--- src/rtl/ex_muldiv_unit_pkg.sv ---
// Shared definitions for the RV32M execution unit: widths, funct3 codes, FSM states.
package ex_muldiv_unit_pkg;

  localparam int MD_XLEN  = 32;
  localparam int MD_CNT_W = 6;

  localparam logic [1:0] M_CLASS = 2'b01;

  localparam logic [2:0] F3_MUL    = 3'b000;
  localparam logic [2:0] F3_MULH   = 3'b001;
  localparam logic [2:0] F3_MULHSU = 3'b010;
  localparam logic [2:0] F3_MULHU  = 3'b011;
  localparam logic [2:0] F3_DIV    = 3'b100;
  localparam logic [2:0] F3_DIVU   = 3'b101;
  localparam logic [2:0] F3_REM    = 3'b110;
  localparam logic [2:0] F3_REMU   = 3'b111;

  typedef enum logic [2:0] {
    ST_IDLE = 3'd0,
    ST_MUL  = 3'd1,
    ST_DIV  = 3'd2,
    ST_FIX  = 3'd3,
    ST_DONE = 3'd4
  } state_t;

  function automatic logic is_m_op(input logic [4:0] op);
    return op[4:3] == M_CLASS;
  endfunction

endpackage

--- src/rtl/ex_muldiv_unit_if.sv ---
// EX-stage link between the ID/EX register and the M unit; the unit is the slave side.
interface ex_muldiv_unit_if;

  logic [4:0]                               IN_ALU_OP;
  logic [ex_muldiv_unit_pkg::MD_XLEN-1:0]   IN_DATA1;
  logic [ex_muldiv_unit_pkg::MD_XLEN-1:0]   IN_DATA2;
  logic                                     IN_FLUSH;
  logic [ex_muldiv_unit_pkg::MD_XLEN-1:0]   OUT_RESULT;
  logic                                     OUT_DONE;
  logic                                     OUT_BUSYWAIT;

  modport master (
    output IN_ALU_OP, IN_DATA1, IN_DATA2, IN_FLUSH,
    input  OUT_RESULT, OUT_DONE, OUT_BUSYWAIT
  );

  modport slave (
    input  IN_ALU_OP, IN_DATA1, IN_DATA2, IN_FLUSH,
    output OUT_RESULT, OUT_DONE, OUT_BUSYWAIT
  );

endinterface

--- src/rtl/ex_muldiv_unit_div_core.sv ---
// Restoring divider datapath on unsigned magnitudes: one quotient bit per step.
// start loads operands; last flags the XLEN-th step.
module div_core #(
  parameter int XLEN  = 32,
  parameter int CNT_W = 6
) (
  input  logic            clk,
  input  logic            rst_n,
  input  logic            start,
  input  logic            step,
  input  logic [XLEN-1:0] dividend,
  input  logic [XLEN-1:0] divisor,
  output logic [XLEN-1:0] quotient,
  output logic [XLEN-1:0] remainder,
  output logic            last
);

  logic [XLEN-1:0]  dvs_q;
  logic [CNT_W-1:0] cnt_q;
  logic [XLEN:0]    partial;
  logic [XLEN-1:0]  diff;
  logic             take;

  // The shifted partial remainder needs one extra bit before the trial subtract.
  always_comb begin
    partial = {remainder, quotient[XLEN-1]};
    take    = (partial >= {1'b0, dvs_q});
    diff    = partial[XLEN-1:0] - dvs_q;
    last    = step && (cnt_q == CNT_W'(XLEN - 1));
  end

  always_ff @(posedge clk or negedge rst_n) begin
    if (!rst_n) begin
      remainder <= '0;
      quotient  <= '0;
      dvs_q     <= '0;
      cnt_q     <= '0;
    end else if (start) begin
      remainder <= '0;
      quotient  <= dividend;
      dvs_q     <= divisor;
      cnt_q     <= '0;
    end else if (step) begin
      remainder <= take ? diff : partial[XLEN-1:0];
      quotient  <= {quotient[XLEN-2:0], take};
      cnt_q     <= cnt_q + 1'b1;
    end
  end

endmodule

--- src/rtl/ex_muldiv_unit.sv ---
// RV32M EX unit: MUL stalls 2 cycles, divide 34 (1 for div-by-zero / overflow).
// BUSYWAIT freezes the pipeline until the one-cycle DONE; FLUSH aborts at once.
module ex_muldiv_unit #(
  parameter int XLEN  = ex_muldiv_unit_pkg::MD_XLEN,
  parameter int CNT_W = ex_muldiv_unit_pkg::MD_CNT_W
) (
  input  logic             CLK,
  input  logic             RESET,
  ex_muldiv_unit_if.slave  bus
);
  import ex_muldiv_unit_pkg::*;

  state_t          state;
  logic [2:0]      f3_q;
  logic [XLEN-1:0] a_q, b_q, result_q;
  logic            done_q, q_neg_q, r_neg_q;

  logic [2:0]      f3_in;
  logic            is_m, accept, sgn_div, a_neg, b_neg;
  logic            div_zero, div_ovf, div_start, div_step, div_last;
  logic [XLEN-1:0] a_mag, b_mag, special_res;
  logic [XLEN-1:0] quo, rem, q_fix, r_fix, fix_res, mul_res;
  logic [2*XLEN-1:0] a_ext, b_ext, prod;

  always_comb begin
    f3_in     = bus.IN_ALU_OP[2:0];
    is_m      = is_m_op(bus.IN_ALU_OP);
    accept    = (state == ST_IDLE) && is_m && !bus.IN_FLUSH;
    sgn_div   = !f3_in[0];
    a_neg     = sgn_div && bus.IN_DATA1[XLEN-1];
    b_neg     = sgn_div && bus.IN_DATA2[XLEN-1];
    a_mag     = a_neg ? (XLEN'(0) - bus.IN_DATA1) : bus.IN_DATA1;
    b_mag     = b_neg ? (XLEN'(0) - bus.IN_DATA2) : bus.IN_DATA2;
    div_zero  = (bus.IN_DATA2 == '0);
    div_ovf   = sgn_div && (bus.IN_DATA1 == {1'b1, {(XLEN-1){1'b0}}}) && (bus.IN_DATA2 == '1);
    // Overflow quotient equals the dividend itself (most negative value).
    if (div_zero)
      special_res = f3_in[1] ? bus.IN_DATA1 : '1;
    else
      special_res = f3_in[1] ? '0 : bus.IN_DATA1;
    div_start = accept && f3_in[2] && !div_zero && !div_ovf;
    div_step  = (state == ST_DIV);
  end

  // Sign-extend to 2*XLEN so one unsigned multiply covers all four signedness cases.
  always_comb begin
    a_ext   = {{XLEN{((f3_q == F3_MULH) || (f3_q == F3_MULHSU)) && a_q[XLEN-1]}}, a_q};
    b_ext   = {{XLEN{(f3_q == F3_MULH) && b_q[XLEN-1]}}, b_q};
    prod    = a_ext * b_ext;
    mul_res = (f3_q == F3_MUL) ? prod[XLEN-1:0] : prod[2*XLEN-1:XLEN];
    q_fix   = q_neg_q ? (XLEN'(0) - quo) : quo;
    r_fix   = r_neg_q ? (XLEN'(0) - rem) : rem;
    fix_res = f3_q[1] ? r_fix : q_fix;
  end

  div_core #(
    .XLEN  (XLEN),
    .CNT_W (CNT_W)
  ) u_div_core (
    .clk       (CLK),
    .rst_n     (RESET),
    .start     (div_start),
    .step      (div_step),
    .dividend  (a_mag),
    .divisor   (b_mag),
    .quotient  (quo),
    .remainder (rem),
    .last      (div_last)
  );

  always_ff @(posedge CLK or negedge RESET) begin
    if (!RESET) begin
      state    <= ST_IDLE;
      f3_q     <= '0;
      a_q      <= '0;
      b_q      <= '0;
      result_q <= '0;
      done_q   <= 1'b0;
      q_neg_q  <= 1'b0;
      r_neg_q  <= 1'b0;
    end else if (bus.IN_FLUSH) begin
      state  <= ST_IDLE;
      done_q <= 1'b0;
    end else begin
      case (state)
        ST_IDLE: begin
          done_q <= 1'b0;
          if (is_m) begin
            f3_q    <= f3_in;
            a_q     <= bus.IN_DATA1;
            b_q     <= bus.IN_DATA2;
            q_neg_q <= a_neg ^ b_neg;
            r_neg_q <= a_neg;
            if (!f3_in[2]) begin
              state <= ST_MUL;
            end else if (div_zero || div_ovf) begin
              result_q <= special_res;
              done_q   <= 1'b1;
              state    <= ST_DONE;
            end else begin
              state <= ST_DIV;
            end
          end
        end
        ST_MUL: begin
          result_q <= mul_res;
          done_q   <= 1'b1;
          state    <= ST_DONE;
        end
        ST_DIV: begin
          if (div_last) state <= ST_FIX;
        end
        ST_FIX: begin
          result_q <= fix_res;
          done_q   <= 1'b1;
          state    <= ST_DONE;
        end
        ST_DONE: begin
          done_q <= 1'b0;
          state  <= ST_IDLE;
        end
        default: begin
          done_q <= 1'b0;
          state  <= ST_IDLE;
        end
      endcase
    end
  end

  assign bus.OUT_RESULT   = result_q;
  assign bus.OUT_DONE     = done_q;
  assign bus.OUT_BUSYWAIT = RESET && !bus.IN_FLUSH &&
                            (((state == ST_IDLE) && is_m) || (state == ST_MUL) ||
                             (state == ST_DIV) || (state == ST_FIX));

endmodule
--- src/flat_wrapper.sv ---
// flat-port wrapper written by rule: the top's interface ports become plain ports
module ex_muldiv_unit_flat import ex_muldiv_unit_pkg::*;
#(
  parameter int XLEN  = ex_muldiv_unit_pkg::MD_XLEN,
  parameter int CNT_W = ex_muldiv_unit_pkg::MD_CNT_W
)
  (CLK, RESET, bus_IN_ALU_OP, bus_IN_DATA1, bus_IN_DATA2, bus_IN_FLUSH, bus_OUT_RESULT, bus_OUT_DONE, bus_OUT_BUSYWAIT);
  ex_muldiv_unit_if bus_i ();
  input  logic CLK;
  input  logic RESET;
  input wire logic [$bits(bus_i.IN_ALU_OP)-1:0] bus_IN_ALU_OP;
  input wire logic [$bits(bus_i.IN_DATA1)-1:0] bus_IN_DATA1;
  input wire logic [$bits(bus_i.IN_DATA2)-1:0] bus_IN_DATA2;
  input wire logic [$bits(bus_i.IN_FLUSH)-1:0] bus_IN_FLUSH;
  output wire logic [$bits(bus_i.OUT_RESULT)-1:0] bus_OUT_RESULT;
  output wire logic [$bits(bus_i.OUT_DONE)-1:0] bus_OUT_DONE;
  output wire logic [$bits(bus_i.OUT_BUSYWAIT)-1:0] bus_OUT_BUSYWAIT;
  assign bus_i.IN_ALU_OP = bus_IN_ALU_OP;
  assign bus_i.IN_DATA1 = bus_IN_DATA1;
  assign bus_i.IN_DATA2 = bus_IN_DATA2;
  assign bus_i.IN_FLUSH = bus_IN_FLUSH;
  assign bus_OUT_RESULT = bus_i.OUT_RESULT;
  assign bus_OUT_DONE = bus_i.OUT_DONE;
  assign bus_OUT_BUSYWAIT = bus_i.OUT_BUSYWAIT;
  ex_muldiv_unit #(.XLEN(XLEN), .CNT_W(CNT_W)) u_core (.CLK(CLK), .RESET(RESET), .bus(bus_i));
endmodule
--- config.mk ---
export PLATFORM = sky130hd
export DESIGN_NAME = ex_muldiv_unit_flat
export DESIGN_NICKNAME = d
export VERILOG_FILES = /design/src/rtl/ex_muldiv_unit_pkg.sv /design/src/rtl/ex_muldiv_unit_if.sv /design/src/rtl/ex_muldiv_unit_div_core.sv /design/src/rtl/ex_muldiv_unit.sv /design/src/flat_wrapper.sv
export SDC_FILE = /design/constraint.sdc
export NUM_CORES = 2
export LEC_CHECK = 0
export BUFFER_PORTS_ARGS = -buffer_cell sky130_fd_sc_hd__buf_4
export CORE_MARGIN = 3
export CORE_UTILIZATION = 55
export CTS_BUF_LIST = sky130_fd_sc_hd__clkbuf_4
export CTS_CLUSTER_DIAMETER = 60
export DETAILED_ROUTE_END_ITERATION = 8
export MAX_ROUTING_LAYER = met4
export PLACE_DENSITY = 0.74
export SLEW_MARGIN = 20
export SYNTH_ARGS = -nofsm -noshare
export SYNTH_HDL_FRONTEND = slang
export SYNTH_HIERARCHICAL = 1
export SYNTH_SLANG_ARGS = --single-unit
--- constraint.sdc ---
create_clock -name CLK -period 7.9 [get_ports CLK]
set_clock_uncertainty 0.2 [all_clocks]
set_input_delay 0.79 -clock CLK [delete_from_list [all_inputs] [get_ports CLK]]
set_output_delay 0.79 -clock CLK [all_outputs]
set_load 0.01 [all_outputs]
Word-level counts from Yosys, hierarchy flattened
Cells that the tools add are included.

Add/subtract/negate cells: 6. Multipliers: 1. Order comparisons: 1. Equal/unequal tests: 15. Muxes and demuxes: 31. Bitwise operators: 2. Reduce and logical (&&, ||, !) cells: 32.

Operator list (number): $mux W32 (17); $sub A1 B32 Y32 const A (4); $pmux W32 S3 (1); $eq A32 B32 Y1 const B (2); $mul A33 B33 Y64 (1); $ge A33 B32 Y1 (1); $logic_not A32 Y1 (1); $sub A32 B32 Y32 (1); $mux W3 (5); $logic_and A1 B1 Y1 (14); $mux W6 (2); $eq A3 B2 Y1 const B (3); $pmux W3 S3 (1); $add A6 B1 Y6 const B (1); $eq A3 B1 Y1 const B (2); $eq A6 B5 Y1 const B (1); $logic_not A3 Y1 (2); $ne A2 B2 Y1 const B (3); $ne A3 B2 Y1 const B (2); $logic_or A1 B1 Y1 (5); $reduce_and A5 Y1 (1); $logic_not A1 Y1 (4); $mux W1 (4); $pmux W1 S3 (1); 9 further kinds (9).

Bits in registers: 207. Output and inout bits: 34. Logic and storage cells: 100.

Longest topological paths before layout
Depth in word-level cells: 9. Depth in mapped cells: 31. Gate-level depth less buffers: 29.

Modules after synthesis
Netlist, hierarchy kept.

By module, submodules not included: ex_muldiv_unit (instances 1, cells each 5334, area each 46270.6 µm²); div_core (instances 1, cells each 764, area each 6507.5 µm²).

Worst setup path after synthesis
No wires, ideal clock.

Path kind: reg-to-reg. Start point: register u_core.f3_q[0]. End point: register u_core.result_q[31], in the netlist u_core/bus.OUT_RESULT[31]. Setup time: 95 ps. Arrival: 8321 ps. Setup slack: -717 ps. Cell stages (with the launch flop): 30. Cells stage by stage: dfrtp_1 xnor2_1 nor3b_1 clkbuf_1 nand2_1 fa_1 fa_1 inv_1 fa_1 inv_1 fa_1 inv_1 fa_1 fa_1 inv_1 fa_1 fa_1 inv_1 ha_1 clkbuf_1 a21o_1 a21o_1 a21o_1 a211oi_1 o31ai_1 or3_1 mux2i_1 a211oi_1 o21a_1 o31ai_1.

Word-level cells in the longest chain between the ends: 6.

Ends and longest elaborated chain: from (decl) (RTL line ex_muldiv_unit.sv:14) `logic [2:0] f3_q;`; from (signal assigned) (RTL line ex_muldiv_unit.sv:89) `f3_q <= f3_in;`; $eq A3 B1 Y1 / $eq A3 B2 Y1 (equally long branches) (RTL line ex_muldiv_unit.sv:47, ex_muldiv_unit.sv:48); $logic_or A1 B1 Y1 (RTL line ex_muldiv_unit.sv:47) `a_ext = {{XLEN{((f3_q == F3_MULH) || (f3_q == F3_MULHSU)) && a_q[XLEN-1]}}, a_q};`; $logic_and A1 B1 Y1 (RTL line ex_muldiv_unit.sv:47); $mul A33 B33 Y64 (RTL line ex_muldiv_unit.sv:49) `prod = a_ext * b_ext;`; $mux W32 * (RTL line ex_muldiv_unit.sv:50) `mul_res = (f3_q == F3_MUL) ? prod[XLEN-1:0] : prod[2*XLEN-1:XLEN];`; $pmux W32 S3 * (RTL line ex_muldiv_unit.sv:85) `case (state)`; to (signal assigned) (RTL line ex_muldiv_unit.sv:97) `result_q <= special_res;`; to (signal assigned) (RTL line ex_muldiv_unit.sv:106) `result_q <= mul_res;`; to (signal assigned) (RTL line ex_muldiv_unit.sv:114) `result_q <= fix_res;`; to (decl) (RTL line ex_muldiv_unit.sv:15) `logic [XLEN-1:0] a_q, b_q, result_q;`.

Mark *: on every way between the ends. The rest lies on a longest branch, timed or not. A chain may end at the register's enable or synchronous reset.

Final worst setup path
Start point: register u_core.b_q[1]. End point: register u_core.result_q[31], in the netlist u_core/bus.OUT_RESULT[31].

Word-level cells in the longest chain between the ends: 3.

Ends and longest elaborated chain: from (decl) (RTL line ex_muldiv_unit.sv:15); from (signal assigned) (RTL line ex_muldiv_unit.sv:91) `b_q <= bus.IN_DATA2;`; $mul A33 B33 Y64 (RTL line ex_muldiv_unit.sv:49); $mux W32 (RTL line ex_muldiv_unit.sv:50); $pmux W32 S3 (RTL line ex_muldiv_unit.sv:85).

No other way between the ends.

==> qor.yml <==
placement:
  dpl_cell_area_um2: 57700
  gp_congestion: 0.972
  hpwl_um: 127000
  portBuffers: 105
synthesis:
  synth_top_area_cell: "fa_1"
  synth_area_leaders: "fa_1 43%, dfrtp_1 9.8%, inv_1 8.8%, nand2_1 8.3%, ha_1 5.9%"
  synthFlopType: "dfrtp_1"
  avgSynthCellArea_um2: 8.65
  synth_warnings: 6
  synth.distinct_cells: 98
  synth_edf_count: 0
  netlist_instances: 6098
  synth_top_area_share_pct: 42.7
  async_flop_share_pct: 100
  seq_area_frac_synth_pct: 9.81
  syn_area_um2: 52800
  synth.ff_latch_count: 207
  synth_fp_nets: 7546
detailed_routing:
  vias_per_cell: 5.65
  dr.pass1.iters: 6
  vias: 43200
  wl_per_cell_um: 20.2
  finalWirelength_um: 155000
  drt-initial-drc-count: 3672
  ant_nets: 0
  drc: 0
layout:
  fin_nets: 7806
  regArea_um2: 5190
  layout-drive-gt1-share_pct: 13.4
  final_cell_area_um2: 59700
  finish.utilization_pct: 63.4
  synthToLayoutAreaGrowth_pct: 13.1
  multiInputGateArea_um2: 42500
  fillCellCount: 7858
die:
  num_rows: 112
  num_io_pins: 106
  start_util_pct: 56.0
  die_y_um: 316
  die_w_um: 316
  coreArea_um2: 94200
  die_area_um2: 99700
outcome:
  violations: "negative setup slack"
  outcome: "finished with violations"
clock_network:
  cts_buffer_depth: 3
  cts.sinks: 207
  clk_pin_slew_ns: 0.07
  cts-buffers-inserted: 59
  cts_tree: "built"
  root_buffer: "clkbuf_4"
  htree_levels: 2
  clk_latency_ns: 0.82
setup_path:
  cp_slowest_cell: "fa_2"
  start_kind: "register"
  end_kind: "register"
  critPathKind: "register to register"
  cp_max_fo: 8
  worst_path_largest_cell_delay_ns: 0.63
  path_common_cell: "fa_1"
  worstPathArrival_ns: 8.51
  crit_required_ns: 8.36
sta:
  setup_viol: 16
  hold_viol: 0
  fin_setup_tns_ns: -1.01
  final_max_slew_viol_count: 0
  rsz0062_at_grt: "yes"
  max_slew_margin_pct: 29.8
  fin_crit_sh_pct: 102
  fmax_ghz: 0.124
  post-route-min-period_ns: 8.05
  fin_ws_ns: -0.155
  tightest_slew_ns: 1.05
flow_run:
  maxCapViolCount: 0
grt:
  grt_pass1_vias: 45800
  grt_usage_pct: 32.7
  gr-total-overflow: 0
  antenna_found_initial: 4
  grt_first_pass_wirelength_um: 248000
  grt_max_degree: 113
hold_path:
  min_path_type: "input port to register"
kinds of logic (layout without fill, tap and decap cells):
| family | after synthesis | in the layout | synth area share (%) |
|---|---|---|---|
| simple gates | 1972 | 1972 | 17.1 |
| buf+inv | 1593 | 1889 | 11.5 |
| fa+ha+maj | 1400 | 1400 | 49.1 |
| compound gates | 674 | 674 | 8.22 |
| flops | 207 | 207 | 9.81 |
| xor+xnor | 205 | 205 | 3.40 |
| mux | 47 | 47 | 0.901 |
| other cells | 0 | 4 | 0 |
area by class of cell:
type | count | share of cell area [%]
multi-input combinational | 4298 | 71.2
sequential | 207 | 8.69
timing repair buffer | 549 | 8.54
inverter | 1243 | 7.84
tap | 1254 | 2.63
clock buffer | 82 | 1.03
clock inverter | 15 | 0.103
antenna | 4 | 0.0168
worst paths after layout:
path / startpoint / end / depth (start not counted) / slack (ns)
max: u_core/b_q[1] / u_core/bus.OUT_RESULT[31] / 31 / -0.15
min: bus_IN_DATA1[4] / u_core/a_q[4] / 3 / 0.07
max reg2reg: u_core/b_q[1] / u_core/bus.OUT_RESULT[31] / 31 / -0.15
min reg2reg: u_core/bus.OUT_RESULT[8] / u_core/bus.OUT_RESULT[8] / 2 / 0.30
max in group asynchronous: RESET / u_core/bus.OUT_RESULT[17] / 4 / 4.82
min in group asynchronous: RESET / u_core/u_div_core/remainder[10] / 2 / 0.32
synthesized netlist by cell type (all sizes together) (42+ instances only):
library cell	count
ha	250
and2	317
clkbuf	321
inv	1242
a21o	66
nand2	1165
nor3	42
xor2	89
o21ai	197
nor2	194
a21oi	151
dfrtp	207
xnor2	116
fa	1126
mux2i	43
stage by stage:
stage / hold slack (ns) / setup slack, ns / cells
final: 0.0706 / -0.155 / 7652
after global routing: 0.0305 / -0.383 / 7652
after CTS: 0.00583 / -0.0695 / 7626
after detailed placement: 0.283 / -0.400 / 7512
after global placement: 0.278 / -0.323 / 7512
after floorplan: 0.285 / -0.279 / 6098
flip-flops by register name, summed over array words and instances, names as in the netlist:
signal                       cells
u_core/state                     3
u_core/q_neg_q                   1
u_core/bus.OUT_RESULT           32
u_core/u_div_core/dvs_q         32
u_core/u_div_core/remainder     32
u_core/bus.OUT_DONE              1
u_core/u_div_core/quotient      32
u_core/u_div_core/cnt_q          6
u_core/r_neg_q                   1
u_core/a_q                      32
u_core/f3_q                      3
u_core/b_q                      32
worst max-delay path: cells and delay by family, from the launching register on:
kind	cells	cell delay, ns
AOI/OAI and AO/OA	6	0.85
adders and majority gates	9	4.52
buffers and inverters	13	1.31
DFF	1	0.42
muxes	1	0.13
and+or+nand+nor	2	0.46
placed cells by master, fill, tap and decap left out, drive strengths merged, types with 42 or more instances in the layout:
cell,n
clkbuf,86
inv,1241
a21o,66
and2,317
xnor2,116
mux2i,43
o21ai,197
dfrtp,207
buf,539
nand2,1165
fa,1126
nor2,194
nor3,42
xor2,89
a21oi,151
ha,250
timing repair:
item | CTS | global route
hold buffers | 6 | 0
endpoints found under the hold margin | 75 | 0
gates cloned | 0 | 4
pin swaps | 58 | 56
setup endpoints to repair | 23 | 30
buffers inserted | 11 | 18
gates resized for setup | 73 | 136
routing by layer:
metal | share of wire, % | GRT usage [%]
met2 | 47 | 52.4
met1 | 40 | 42.9
met3 | 8.3 | 4.96
met4 | 4.1 | 11.2
met5 | 0 | -
Power is left out: the tool's default activity adds up to more than one toggle a clock period on the data nets, which glitch-free logic cannot reach.
